$ cat config.mk
export PLATFORM = sky130hd
export DESIGN_NAME = lut6_table_arbiter
export DESIGN_NICKNAME = d
export VERILOG_FILES = /design/src/rtl/lut6_table_arbiter.sv
export SDC_FILE = /design/constraint.sdc
export NUM_CORES = 1
export LEC_CHECK = 0
export ABC_AREA = 1
export CAP_MARGIN = 20
export CORE_MARGIN = 3
export CORE_UTILIZATION = 59
export CTS_CLUSTER_SIZE = 25
export DETAILED_ROUTE_END_ITERATION = 6
export MAX_ROUTING_LAYER = met4
export PLACE_DENSITY_LB_ADDON = 0.25
export SYNTH_ARGS = -nofsm -noshare
export SYNTH_HDL_FRONTEND = slang
export SYNTH_SLANG_ARGS = --single-unit
$ cat constraint.sdc
create_clock -name clk -period 7 [get_ports clk]
set_input_delay 0.7 -clock clk [delete_from_list [all_inputs] [get_ports clk]]
set_output_delay 0.7 -clock clk [all_outputs]
set_load 0.02 [all_outputs]
$ cat src/rtl/lut6_table_arbiter.sv
// Runtime-reloadable 64x1 LUT6-style table shared by NUM_REQ requesters through a
// round-robin arbiter, with a drain/serial-load/commit sequence for mask updates.
module lut6_table_arbiter #(
  parameter int          NUM_REQ   = 4,
  parameter logic [63:0] INIT_MASK = 64'h80000000_00000000
) (
  input  logic                 clk,
  input  logic                 arst,
  input  logic [NUM_REQ-1:0]   req_valid,
  input  logic [6*NUM_REQ-1:0] req_din,
  output logic [NUM_REQ-1:0]   req_ready,
  output logic [NUM_REQ-1:0]   rsp_valid,
  output logic                 rsp_dout,
  input  logic                 cfg_start,
  input  logic                 cfg_bit,
  output logic                 cfg_busy,
  output logic                 cfg_done,
  output logic [63:0]          mask_out
);

  typedef enum logic [1:0] {ST_RUN, ST_DRAIN, ST_LOAD, ST_COMMIT} state_t;

  state_t      r_state;
  state_t      w_state_next;
  logic [5:0]  r_cnt;
  logic [2:0]  r_ptr;
  logic [63:0] r_mask;
  logic [63:0] r_shadow;

  logic        r_s1_vld;
  logic [5:0]  r_s1_idx;
  logic [2:0]  r_s1_id;
  logic        r_s2_vld;
  logic [2:0]  r_s2_id;
  logic        r_s2_dout;

  logic [7:0]  w_valid_pad;
  logic [5:0]  w_din_pad [8];
  logic        w_gnt_any;
  logic [2:0]  w_gnt_id;
  logic [3:0]  w_cand;

  // Pad requester inputs to 8 lanes so a 3-bit id can index them for any NUM_REQ.
  generate
    for (genvar gi = 0; gi < 8; gi++) begin : g_pad
      if (gi < NUM_REQ) begin : g_used
        assign w_valid_pad[gi] = req_valid[gi];
        assign w_din_pad[gi]   = req_din[6*gi +: 6];
      end else begin : g_unused
        assign w_valid_pad[gi] = 1'b0;
        assign w_din_pad[gi]   = 6'd0;
      end
    end
  endgenerate

  generate
    for (genvar gi = 0; gi < NUM_REQ; gi++) begin : g_onehot
      assign req_ready[gi] = w_gnt_any && (w_gnt_id == 3'(gi));
      assign rsp_valid[gi] = r_s2_vld && (r_s2_id == 3'(gi));
    end
  endgenerate

  // cfg_start suppresses grants in its acceptance cycle so the drain sees no new work.
  always_comb begin
    w_gnt_any = 1'b0;
    w_gnt_id  = 3'd0;
    w_cand    = 4'd0;
    if (r_state == ST_RUN && !cfg_start) begin
      for (int off = 0; off < NUM_REQ; off++) begin
        w_cand = {1'b0, r_ptr} + 4'(off);
        if (w_cand >= 4'(NUM_REQ)) begin
          w_cand = w_cand - 4'(NUM_REQ);
        end
        if (!w_gnt_any && w_valid_pad[w_cand[2:0]]) begin
          w_gnt_any = 1'b1;
          w_gnt_id  = w_cand[2:0];
        end
      end
    end
  end

  always_comb begin
    w_state_next = r_state;
    cfg_busy     = (r_state != ST_RUN);
    cfg_done     = (r_state == ST_COMMIT);
    case (r_state)
      ST_RUN:    if (cfg_start)       w_state_next = ST_DRAIN;
      ST_DRAIN:  if (r_cnt == 6'd1)   w_state_next = ST_LOAD;
      ST_LOAD:   if (r_cnt == 6'd63)  w_state_next = ST_COMMIT;
      ST_COMMIT:                      w_state_next = ST_RUN;
      default:                        w_state_next = ST_RUN;
    endcase
  end

  always_ff @(posedge clk or posedge arst) begin
    if (arst) begin
      r_state <= ST_RUN;
    end else begin
      r_state <= w_state_next;
    end
  end

  // r_cnt restarts on every state change: DRAIN counts 0..1, LOAD counts 0..63.
  always_ff @(posedge clk or posedge arst) begin
    if (arst) begin
      r_cnt    <= 6'd0;
      r_shadow <= 64'd0;
      r_mask   <= INIT_MASK;
    end else begin
      if (r_state != w_state_next) begin
        r_cnt <= 6'd0;
      end else if (r_state == ST_DRAIN || r_state == ST_LOAD) begin
        r_cnt <= r_cnt + 6'd1;
      end
      if (r_state == ST_LOAD) begin
        r_shadow[r_cnt] <= cfg_bit;
      end
      if (r_state == ST_COMMIT) begin
        r_mask <= r_shadow;
      end
    end
  end

  always_ff @(posedge clk or posedge arst) begin
    if (arst) begin
      r_ptr <= 3'd0;
    end else if (w_gnt_any) begin
      r_ptr <= (w_gnt_id == 3'(NUM_REQ - 1)) ? 3'd0 : w_gnt_id + 3'd1;
    end
  end

  // The table read happens in stage 2; grants never occur during reload, so the
  // mask seen here always equals the mask active at grant time.
  always_ff @(posedge clk or posedge arst) begin
    if (arst) begin
      r_s1_vld  <= 1'b0;
      r_s1_idx  <= 6'd0;
      r_s1_id   <= 3'd0;
      r_s2_vld  <= 1'b0;
      r_s2_id   <= 3'd0;
      r_s2_dout <= 1'b0;
    end else begin
      r_s1_vld <= w_gnt_any;
      if (w_gnt_any) begin
        r_s1_idx <= w_din_pad[w_gnt_id];
        r_s1_id  <= w_gnt_id;
      end
      r_s2_vld  <= r_s1_vld;
      r_s2_id   <= r_s1_id;
      r_s2_dout <= r_s1_vld ? r_mask[r_s1_idx] : 1'b0;
    end
  end

  assign rsp_dout = r_s2_dout;
  assign mask_out = r_mask;

endmodule

**Word-level counts from Yosys, hierarchy flattened**

Cells that the tools add are included.

- Reduce and logical (&&, ||, !) cells: 23
- Add/sub/neg operators: 9
- $lt $le $gt $ge: 12
- Bitwise operators: 1
- Eq/ne operators: 12
- Multiplexer cells: 45

Operators with widths:

| cell | count |
|---|---|
| 64-bit bitwise mux | 1 |
| 3-bit two-way mux | 14 |
| 6-bit two-way mux | 4 |
| 6-bit binary-select mux with 3-bit select | 1 |
| 3-bit by 4-bit less-than comparator with 1-bit output, second input constant | 4 |
| 1-bit two-way mux | 15 |
| 6-bit by 7-bit less-than comparator with 1-bit output, second input constant | 2 |
| 1-bit logical AND | 13 |
| 1-bit binary-select mux with 3-bit select | 4 |
| 3-bit by 2-bit == test with 1-bit output, second input constant | 4 |
| 4-bit by 3-bit greater-or-equal comparator with 1-bit output, second input constant | 3 |
| 3-bit subtractor, second input constant | 4 |
| 3-bit by 2-bit adder with 4-bit output, second input constant | 2 |
| 2-bit one-hot mux with 4 select lines | 1 |
| 6-bit by 1-bit adder with 6-bit output, second input constant | 1 |
| 1-bit binary-select mux with 6-bit select | 1 |
| 1-bit demux with 6-bit select | 1 |
| 3-bit by 1-bit == test with 1-bit output, second input constant | 2 |
| 6-bit by 1-bit == test with 1-bit output, second input constant | 1 |
| 6-bit == test, second input constant | 1 |
| 6-bit by 1-bit greater-or-equal comparator with 1-bit output, second input constant | 1 |
| 3-bit zero test | 2 |
| 2-bit two-way mux | 3 |
| 3-bit by 1-bit adder with 4-bit output, second input constant | 1 |
| 11 further kinds | 16 |

- Logic and storage cells: 113
- Input port bits: 32
- Output and inout bits: 75
- Register bits: 154

**Depth between registers and ports, before layout**

Gate-level depths: netlist of run 1.

- Depth after elaboration: 23
- Depth in mapped cells: 16
- Mapped depth without buffers: 15

**Least setup slack after synthesis of run 1**

OpenSTA, ideal clock, no wires.

- Path kind: reg2out
- Start: register r_ptr[0]
- End: output req_ready[2]
- Data required time: 6.300 ns
- Stages on the path, launching flop included: 15
- Path buffers: 2
- Setup slack: 4.074 ns
- Arrival time: 2.226 ns
- Path through: dfrtp_1 -> buf_6 -> inv_6 -> ha_1 -> inv_1 -> nand3_1 -> nand3_2 -> nand3_2 -> o21ai_4 -> nor2_4 -> buf_6 -> inv_2 -> ha_1 -> inv_1 -> nor2_1

- Cells in the longest elaborated chain, start to end: 21
- Elaborated cells on any way between the ends: 48

Ends and longest elaborated chain:

| element | RTL line | RTL |
|---|---|---|
| start, declared | 26 | `logic [2:0] r_ptr;` |
| start signal, assigned | 128 | `r_ptr <= (w_gnt_id == 3'(NUM_REQ - 1)) ? 3'd0 : w_gnt_id + 3'd1;` |
| parallel branches: the longest is 17 deep, another holds 3-bit by 1-bit adder with 4-bit output | - |  |
| 3-bit two-way mux * | 74 | `if (!w_gnt_any && w_valid_pad[w_cand[2:0]]) begin` |
| 3-bit two-way mux * | 68 | `if (r_state == ST_RUN && !cfg_start) begin` |
| via w_gnt_id[0] | 40 | `logic [2:0] w_gnt_id;` |
| 3-bit by 2-bit == test with 1-bit output * | 58 | `assign req_ready[gi] = w_gnt_any && (w_gnt_id == 3'(gi));` |
| 1-bit logical AND * | 58 |  |
| end, declared | 11 | `output logic [NUM_REQ-1:0] req_ready,` |

Mark *: on every way through the listed nets, which the timed path passes. The select of a mux whose other input is x is not followed.

**Worst setup path in the final report of run 1**

- Start: register r_ptr[0]
- End: output req_ready[0]

- Cells in the longest elaborated chain, start to end: 21
- Elaborated cells on any way between the ends: 48

Ends and longest elaborated chain:

| element | RTL line |
|---|---|
| parallel branches: the longest is 20 deep, another holds 3-bit by 1-bit adder with 4-bit output | - |
| 1-bit logical AND * | 58 |

Every way passes the cells marked *. The select of a mux whose other input is x is not followed.

==> results of run 1 <==
## state kept, by name, summed over array words and instances (netlist names), 2 cells and up
signal / count
r_s1_id: 3
mask_out: 64
r_s2_id: 3
r_cnt: 6
r_shadow: 64
r_ptr: 3
r_s1_idx: 6
r_state: 2
## cell families after synthesis
logic type,synth area share
AO/OA/AOI/OAI,0.172
multiplexers,0.0577
AND/OR/NAND/NOR,0.148
XOR/XNOR,0.00475
flip-flops,0.523
buffers and inverters,0.0723
adder cells (fa/ha/maj),0.0221
## metal layers
layer / routed length [microns] / track usage / part of all wire
met5: 0 / - / 0
met4: 627 / 0.110 / 0.032
met3: 1460 / 0.0519 / 0.074
met2: 9630 / 0.483 / 0.49
met1: 7960 / 0.391 / 0.40
## power groups by stage
| stage | clock network [mW] | registers (mW) | logic, mW |
|---|---|---|---|
| after floorplan | 0 | 1.26 | 0.877 |
| after global placement | 0 | 1.23 | 1.33 |
| after detailed placement | 0 | 1.24 | 1.40 |
| after CTS | 0.974 | 1.23 | 1.42 |
| after global routing | 1.02 | 1.25 | 1.57 |
| final | 0.966 | 1.23 | 1.44 |
## Yosys cell counts, drive strengths merged (3+ instances only)
library cell  number  area share
a21oi             90       0.061
a31oi             49       0.042
buf               17       0.015
clkbuf            31       0.016
dfrtp            153        0.52
ha                13       0.022
inv               77       0.040
mux2              36       0.055
nand2            114       0.059
nand3             48       0.035
nand4              4      0.0034
nor2              57       0.032
nor3              14       0.012
nor4               5      0.0059
o21ai             83       0.058
o21bai             6      0.0061
xor2               3      0.0036
## worst max-delay path by stage
stage,end,slack [ns],cells past startpoint
finish,req_ready[0],2.55,13
global route,req_ready[2],2.32,13
CTS,req_ready[2],2.60,13
detailed placement,req_ready[2],2.84,14
global placement,req_ready[0],3.03,14
floorplan,mask_out[0],2.15,1
## worst register-to-register path: stages, from the launching register on
cell and delay, ns:
dfrtp_1 1.07, inv_1 0.82, o21ai_0 0.40, a21oi_1 0.07, o21ai_0 0.28, nand3_1 0.12, nand3_1 0.11, nand3_1 0.08
a21boi_1 0.13
## layout make-up
type	count	share of cell area
timing repair buffer	117	0.125
tap	168	0.0230
inverter	79	0.0338
sequential	154	0.421
clock buffer	24	0.0527
clock inverter	8	0.0156
multi-input combinational	531	0.329
==> results.txt, run 1 <==
- Outcome: complete, no violations
- Counting the fill cells in the layout gives 848.
- Wire length per cell: 18.2 microns
* Sequential power share: 0.339
- In this run the core area contains 40 standard-cell rows.
- Global routing finished with a remaining overflow of 0.
- Hold slack: 0.387 ns
- Sequential Area: 3850 sq um
* Global-route usage over all layers: 0.302
* CP cell instances: inv_6 > ha_1 > inv_1 > nand3_1 > nand3_2 > nand3_2 > o21ai_4 > nor2_4 > inv_2 > ha_1 > inv_1 > nor2_1 > clkdlybuf4s50_1
- Clock tree from TritonCTS: done
- For this configuration, the core starts out at a cell density of 0.608.
* Portion of the post-synthesis area used by sequential elements: 0.523
- Of the total power, the share spent switching nets is 0.397.
- Via count of the first global-routing pass: 6463
* Number of antenna violations at the first check in global routing: 0
- The detailed router finished its first iteration with 901 violations.
- Hold path cells: 0
- X dimension of the die: 118 microns
* Transition at the pin with the smallest max-transition slack: 1.10 ns
- Summing all placed instances gives a cell area of 8520 sq um.
* DRC violations left: 0
* Reg2Reg Setup Slack: 3.85 ns
- The largest single stage delay on the critical path is 0.62 ns.
- Final antenna diode count: 0
* Number of antenna-violating nets in the routed design: 0
- Clock tree synthesis found a total of 154 sinks.
- Core footprint: 12100 sq um
- The first global-routing pass estimated 32.7 mm of wire.
- Clock latency on the worst-skew pair, taken at its later pin, is 0.42 ns.
- Worst path arrival time: 3.75 ns
- After legalization and detailed placement, the total HPWL measured 13.1 mm.
- The count of final max-slew check failures was 0.
- Final period demand of the worst path: 4.45 ns
* Distinct cell type count of the synthesized netlist: 39
- Hold Path End: r_s2_id[1]
* Placer congestion estimate: 0.953
* Worst Hold Launch: r_s1_id[1]
- Final total negative setup slack: 0 ns
- In this run the critical register-to-register path is launched from r_s1_idx[0].
- Synth Flop Type: dfrtp_1
- Once placement completed, the tool counted placed cells totaling 1049.
- Based on the critical path, the design can be clocked at up to 224 MHz.
- Worst Setup Path Type: reg -> out
* Setup Viol. Count Final: 0
- Cells on worst reg2reg path: 8
- Once layout is complete, the utilization of the core stands at 0.755.
- Summed over all cells, the static leakage comes to 3.67 nW.
* Maximum number of pins on one net before global-route repair: 93
- Post-synthesis async set-or-reset flop share: 1.00
- Setup repair after global routing left no endpoint under its margin.
* Worst-case setup slack after placement: 2.84 ns
- Net switching component of the power: 1.44 mW
* Fin Clk Skew: 0.00695 ns
- Tcrit/Tclk final: 0.636
- WP data required: 6.30 ns
- In the final layout, the share of cells above drive strength 1 is 0.115.
* Number of top-level pins: 107
- The tightest min-delay check is of the reg -> reg type.
- In the layout the commonest cells are 153 x dfrtp_1, 110 x nand2_1, 106 x clkdlybuf4s50_1.
- Top fanout value on the critical path: 27
- Routed via count divided by cell count: 6.00
* P&R area growth vs syn: 24.1%
* Final Power: 3.63 mW
- After clock tree synthesis, the repair step resized 0 gates.
- In this run the mean area of a mapped cell was 9.08 sq um.
- Summing all non-filler instances in the final layout gives an area of 9150 sq um.
- Endpoints failing hold: 0
- The slowest stage of the critical path is the clkdlybuf4s50_1 cell.
- Total nets after synthesis: 857
* Worst setup path startpoint: r_ptr[0]
* Nature of the critical path startpoint: flip-flop
- Number of enable flip-flop cells after synthesis: 0
- Flop and latch count out of synthesis: 154
* Max H-tree Level: 4
- In this run the critical register-to-register path is captured at rsp_dout.
- The share of total power dissipated in the clock network is 0.266.
- For this block, the routed nets add up to 19.7 mm of wire.
- Buffers on Ports: 106
- Buffers added to address setup during post-CTS repair amount to 0.
* Power share of the combinational group: 0.396
- Die outline area: 13900 sq um
- Counting both buffers and inverters, the worst setup path holds a total of 5.
- Multi-input combinational cell area: 3010 sq um
- Worst rel slew slack: 0.265
* Int Pwr: 2.19 mW
- The clock passes through at most 2 buffers.
* Power Dens Cells: 397 nW/um^2
- The net count of the finished layout is 945.
- In this design, the largest share of critical-path delay is due to buffers and inverters.
- The tree is rooted in a clkbuf_16.
* Final cell count without fillers: 1081
* Iteration count of the initial detailed-routing pass: 6
- IR Drop Worst-Case VDD: 241 uV
* Height of the die: 118 microns
- Synthesis produced 812 cells.
* Hold buffer count at CTS: 0
* Max-cap check violation count: 0
* Category of the worst setup path capture point: output pin
- In this run, CTS created clock tree buffers numbering 17.
* Least setup slack across all paths after layout: 2.55 ns
* Synthesis Warnings: 0
- The routed layout has 6481 vias.
- Post-synth design cell area: 7370 sq um
* Commonest non-fill, non-tap cell in the layout: dfrtp_1
- After clock tree synthesis, the clock-pin slew on the worst setup and hold paths is 0.06 ns.
Note: power is estimated with default switching activity, not from simulation.
==> run 2: changes to the inputs <==
Settings changed: CORE_UTILIZATION 59 to 55.
Clock period 7 ns to 4.3 ns, I/O delays scaled along.
==> results.txt, run 2 (synthesized netlist as in run 1, its figures left out) <==
- The total setup violations reported at the end of the flow is 0 (unchanged).
* Final Power: 5.82 mW (+60%)
- Endpoints failing hold: 0 (unchanged)
* Unrepaired setup endpoints after global routing: false
- Final total negative setup slack: 0 ns (unchanged)
- The actual slew at the worst max-slew pin was 1.11 ns (+0.00425 ns).
- The final weighted congestion of routability-driven global placement is 0.849 (-11%).
- P&R area growth vs syn: 24.6%
* Tcrit/Tclk final: 0.911
- Tightest Hold Check Type: in -> async
* Outcome: complete, no violations
- Fin Clk Skew: 0.00563 ns (-0.00132 ns)
- The number of sinks driven by the clock tree is 154 (unchanged).
* Final antenna diode count: 0 (unchanged)
- X dimension of the die: 122 microns (+3.4%)
- Worst Setup Path Type: reg -> out
* Starting Density: 0.572 (-0.0361)
- The clock-pin slew on the worst setup and hold paths came to 0.06 ns (about the same).
- Drt total wl: 19.4 mm (-1.3%)
- The total setup buffers inserted after CTS was 0 (unchanged).
- Worst Path Buf+Inv: 4 (-1)
* Buffers on Ports: 106 (unchanged)
- The overall via count from detail_route is 6286 (-3.0%).
* Gates resized, CTS repair: 0 (unchanged)
- Final period demand of the worst path: 3.92 ns
- The library cell used most frequently in the layout, excluding fill and tap cells, is dfrtp_1.
* Final Net Count: 948 (+0.32%)
* DRC violations left: 0 (unchanged)
- The cts-stage hold buffer count came to 0 (unchanged).
* Worst-skew pair later-pin latency: 0.42 ns (about the same)
- The overall global routing resource usage was 0.277 (-0.0247).
- The worst setup path is launched from a flip-flop.
* Number of top-level pins: 107 (unchanged)
* Dominant delay contributor by cell family on the critical path: simple AND/OR/NAND/NOR gates
- WP data required: 3.87 ns (-2.43 ns)
- Clock root buffer master: clkbuf_16
- Die outline area: 14800 sq um (+6.9%)
* Detailed placement HPWL: 13.1 mm (-0.30%)
* Bufs on Longest Clock Path: 2 (unchanged)
* Worst path arrival time: 3.49 ns (-0.26 ns)
* Top fanout value on the critical path: 15 (-44%)
- Sum of overflow across all layers after global routing: 0 (unchanged)
* Routed via count divided by cell count: 5.78 (-3.5%)
- The power density over the cells came to 634 nW/um^2 (+60%).
- The count of routing violations after the opening detailed-route iteration was 528 (-41%).
- Floorplan row count: 41 (+2.5%)
- Standard cell with the maximum stage delay on the critical path: clkdlybuf4s50_1
* First-pass GRT wire length: 31.0 mm (-5.1%)
* IR Drop Worst-Case VDD: 321 uV (+33%)
- The reported max-cap violation count came to 0 (unchanged).
- The number of clock buffers inserted by TritonCTS was 17 (unchanged).
- Worst rel slew slack: 0.259 (-0.00556)
- The number of global-route vias before repair was 5968 (-7.7%).
- STA classifies the critical path endpoint as an output pin.
* Number of antenna-violating nets in the routed design: 0 (unchanged)
- Clock tree from TritonCTS: done
- Static timing analysis puts the maximum clock frequency at 255 MHz.
- The total iterations of the first detailed-routing run is 5 (-1).
* Worst-case setup slack after placement: 0.845 ns (-2.00 ns)
- The count of final max-slew check failures was 0 (unchanged).
* Most frequent cells in the layout: 153 x dfrtp_1, 110 x nand2_1, 106 x clkdlybuf4s50_1
- The number of antenna violations at the first check in global routing came to 0 (unchanged).
* Share of cells above drive strength 1: 0.119 (+0.00412)
* Wire length per cell: 17.9 microns (-1.8%)
- Least setup slack across all paths after layout: 0.381 ns (-2.16 ns)
* Leakage: 3.68 nW (+0.18%)
- Core footprint: 12900 sq um (+6.3%)
- Maximum number of pins on one net before global-route repair: 68 (-27%)
* CP cell instances: inv_6 > ha_1 > inv_1 > nand3_1 > nand3_2 > nand3_2 > nand3_1 > nand2_2 > nor2_4 > ha_1 > inv_1 > nor2_1 > clkdlybuf4s50_1
* Max H-tree Level: 4 (unchanged)
- The vertical extent of the die came to 122 microns (+3.4%).
- The highest cell delay on the worst timing path is 0.61 ns (about the same).
[run 2: cell count changes in the layout (fill, tap and decap cells not counted), sizes merged]
| cell | before | now |
|---|---|---|
| buf | 11 | 14 |
| bufinv | 4 | 3 |
| clkbuf | 24 | 23 |
| clkinv | 5 | 6 |
| clkinvlp | 1 | 2 |
| inv | 77 | 76 |
[run 2: power breakdown]
part	internal (mW)	switching [mW]
Sequential	1.71	0.254
Clock	0.951	0.564
Combinational	0.851	1.49
Total	3.51	2.31
[run 2: metrics by stage]
stage / utilization / cell area (sq um) / instances / hold WS [ns]
2_1_floorplan: - / 7370 / 812 / 0.348
3_3_place_gp: 0.665 / 8570 / 1055 / 0.359
3_5_place_dp: 0.665 / 8570 / 1055 / 0.364
4_1_cts: 0.712 / 9160 / 1086 / 0.377
5_1_grt: 0.713 / 9180 / 1087 / 0.302
6_report: 0.713 / 9180 / 1087 / 0.294
[run 2: final timing paths]
path / cells after the start / slack, ns / to / from
setup reg to reg: 8 / 1.48 / rsp_dout / r_s1_idx[1]
hold reg to reg: 0 / 0.37 / r_s2_id[2] / r_s1_id[2]
max in group asynchronous: 4 / 3.09 / mask_out[63] / arst
min in group clk: 0 / 0.37 / r_s2_id[2] / r_s1_id[2]
hold / removal: 2 / 0.29 / r_s1_idx[0] / arst
setup / recovery: 13 / 0.38 / req_ready[3] / r_ptr[0]
[run 2: final cells by class]
type / instances / area, sq um
clock buffers: 23 / 478
clock inverters: 8 / 118
fillers: 977 / 3690
inverters: 79 / 308
multi-input cells: 531 / 3020
flip-flops and latches: 154 / 3850
well taps: 172 / 215
repair buffers: 120 / 1190
[run 2: metal layers]
metal	vias up	GRT usage	part of all wire
li1	2951	-	-
met5	-	-	0
met1	3078	0.378	0.44
met2	227	0.429	0.49
met3	30	0.0441	0.048
met4	0	0.0896	0.018
==> run 3: changes to the inputs <==
Settings changed: CAP_MARGIN 20 to default, SETUP_SLACK_MARGIN from default to 0.1, SKIP_LAST_GASP from default to 1.
==> results.txt, run 3 (synthesized netlist as in run 1, its figures left out) <==
- Leaving out fill and tap cells, the most frequent cell in the layout is dfrtp_1.
- Power Dens Cells: 635 nW/um^2 (about the same)
* Final total negative setup slack: 0 ns (unchanged)
- In the layout the commonest cells are 153 x dfrtp_1, 110 x nand2_1, 106 x clkdlybuf4s50_1.
- Clock root buffer master: clkbuf_16
- The total iterations of the first detailed-routing run is 5 (unchanged).
- Layout fillers: 979 (+0.20%)
- Detailed placement HPWL: 13.1 mm (unchanged)
- Final antenna diode count: 0 (unchanged)
* Tcrit/Tclk final: 0.910 (about the same)
* Unrepaired setup endpoints after global routing: false
* Bufs on Longest Clock Path: 2 (unchanged)
- The critical path required time came to 3.87 ns (about the same).
- Among all stages on the critical path, the largest delay is contributed by clkdlybuf4s50_1.
- Placer congestion estimate: 0.849 (unchanged)
* P&R area growth vs syn: 24.3%
* Post-CTS setup-driven buffer insertion count: 0 (unchanged)
- Clock tree from TritonCTS: done
* Transition at the pin with the smallest max-transition slack: 1.12 ns (+0.00879 ns)
- Outcome: complete, no violations
* X dimension of the die: 122 microns (unchanged)
- The worst setup path is of the reg -> out kind.
- Final period demand of the worst path: 3.91 ns (-0.00386 ns)
- Multi-input combinational cell area: 3020 sq um (unchanged)
* Worst path arrival time: 3.48 ns (about the same)
- The site row count was 41 (unchanged).
- Via Count: 6272 (-0.22%)
* Number of top-level pins: 107 (unchanged)
* Sum of overflow across all layers after global routing: 0 (unchanged)
- The post-route antenna net violation count was 0 (unchanged).
- Die outline area: 14800 sq um (unchanged)
- Nature of the critical path startpoint: flip-flop
- Cts bufs inserted: 17 (unchanged)
* Total number of clock tree sinks: 154 (unchanged)
- Gates resized, CTS repair: 0 (unchanged)
- Clock transition at the registers of the reported paths: 0.06 ns (about the same)
- The combined flip-flop and latch cell area was 3850 sq um (unchanged).
- The insertion delay to the later sink of the worst-skew pair was 0.42 ns (about the same).
- The total setup violations reported at the end of the flow was 0 (unchanged).
- Top fanout value on the critical path: 15 (unchanged)
- The vertical extent of the die is 122 microns (unchanged).
* Tightest Hold Check Type: reg -> reg
- Category of the worst setup path capture point: output pin
- The placement-stage cell area came to 8570 sq um (unchanged).
- CP cell instances: inv_6 > ha_1 > inv_1 > nand3_1 > nand3_2 > nand3_2 > nand3_1 > nand2_2 > nor2_4 > ha_1 > inv_1 > nor2_1 > clkdlybuf4s50_1
* Endpoints failing hold: 0 (unchanged)
* Worst rel slew slack: 0.254 (-0.00588)
- The wire length of the first global-routing pass was 31.0 mm (unchanged).
- Max-slew violation count: 0 (unchanged)
* Share of cells above drive strength 1: 0.118 (-0.000964)
- Routed via count divided by cell count: 5.78 (-0.13%)
* DP Cell Count: 1055 (unchanged)
* Hold slack: 0.374 ns (+0.0790 ns)
- The highest cell delay on the worst timing path is 0.61 ns (about the same).
- Fin Clk Skew: 0.00490 ns (-0.000726 ns)
* Buffers on Ports: 106 (unchanged)
* Final Net Count: 947 (-0.11%)
- The core region area is 12900 sq um (unchanged).
* Hold buffer count at CTS: 0 (unchanged)
- DRC violations left: 0 (unchanged)
- The leakage power is 3.67 nW (-0.26%).
- Via count of the first global-routing pass: 5968 (unchanged)
- The reported max-cap violation count came to 0 (unchanged).
- The initial core utilization was 0.572 (unchanged).
- Post-route cell area: 9160 sq um (-0.22%)
- Max H-tree Level: 4 (unchanged)
* Number of antenna violations at the first check in global routing: 0 (unchanged)
- The average detailed-routed wire length per instance came to 17.8 microns (-0.32%).
- Highest clock rate: 255 MHz (about the same)
- Maximum number of pins on one net before global-route repair: 68 (unchanged)
* IR Drop Worst-Case VDD: 321 uV (about the same)
- Drt total wl: 19.4 mm (-0.42%)
- Count of routing violations after the opening detailed-route iteration: 503 (-4.7%)
- Global-route usage over all layers: 0.277 (unchanged)
* Final cell count without fillers: 1086 (-0.092%)
==> run 3: changes by cell type in the layout (fill, tap and decap cells not counted) <==
cell / before / now
buf_12: 2 / 1
==> run 3: layout make-up <==
cell class,instances,share of cell area
Clock inverter,8,0.0128
Timing Repair Buffer,119,0.128
Clock buffer,23,0.0522
Tap cell,172,0.0235
Inverter,79,0.0336
Multi-Input combinational cell,531,0.329
Sequential cell,154,0.421
==> run 3: critical path, delay by kind of cell (launching register included) <==
family                   cells  cell delay (ns)
flip-flops                   1             0.56
buffers and inverters        4             0.87
AND/OR/NAND/NOR              7             1.07
adder cells (fa/ha/maj)      2             0.56
==> run 3: power breakdown <==
part | switching [mW] | leakage (nW) | internal [mW]
registers | 0.253 | 1.55 | 1.71
logic | 1.49 | 1.83 | 0.849
clock network | 0.561 | 0.293 | 0.951
total | 2.31 | 3.67 | 3.51
==> run 3: worst paths after layout <==
kind	start	to	slack, ns	cells past startpoint
worst max-delay path	r_ptr[0]	req_ready[3]	0.39	13
worst min-delay path	r_s1_id[2]	r_s2_id[2]	0.37	0
worst max register to register	r_s1_idx[1]	rsp_dout	1.48	8
worst min register to register	r_s1_id[2]	r_s2_id[2]	0.37	0
max in group asynchronous	arst	mask_out[63]	2.77	3
min in group asynchronous	arst	mask_out[28]	0.63	2
==> run 3: routing by layer <==
layer / up-vias / wire (microns) / global-route usage
met2: 204 / 9580 / 0.429
li1: 2940 / - / -
met1: 3097 / 8480 / 0.378
met3: 31 / 931 / 0.0441
met4: 0 / 369 / 0.0896
met5: - / 0 / -
==> run 3: metrics by stage <==
stage	util	power (mW)	setup WS, ns
final	0.712	5.82	0.385
after global routing	0.712	6.17	0.145
after global placement	0.665	4.21	0.923
after detailed placement	0.665	4.28	0.845
after floorplan	-	3.48	1.64
after CTS	0.712	5.81	0.393
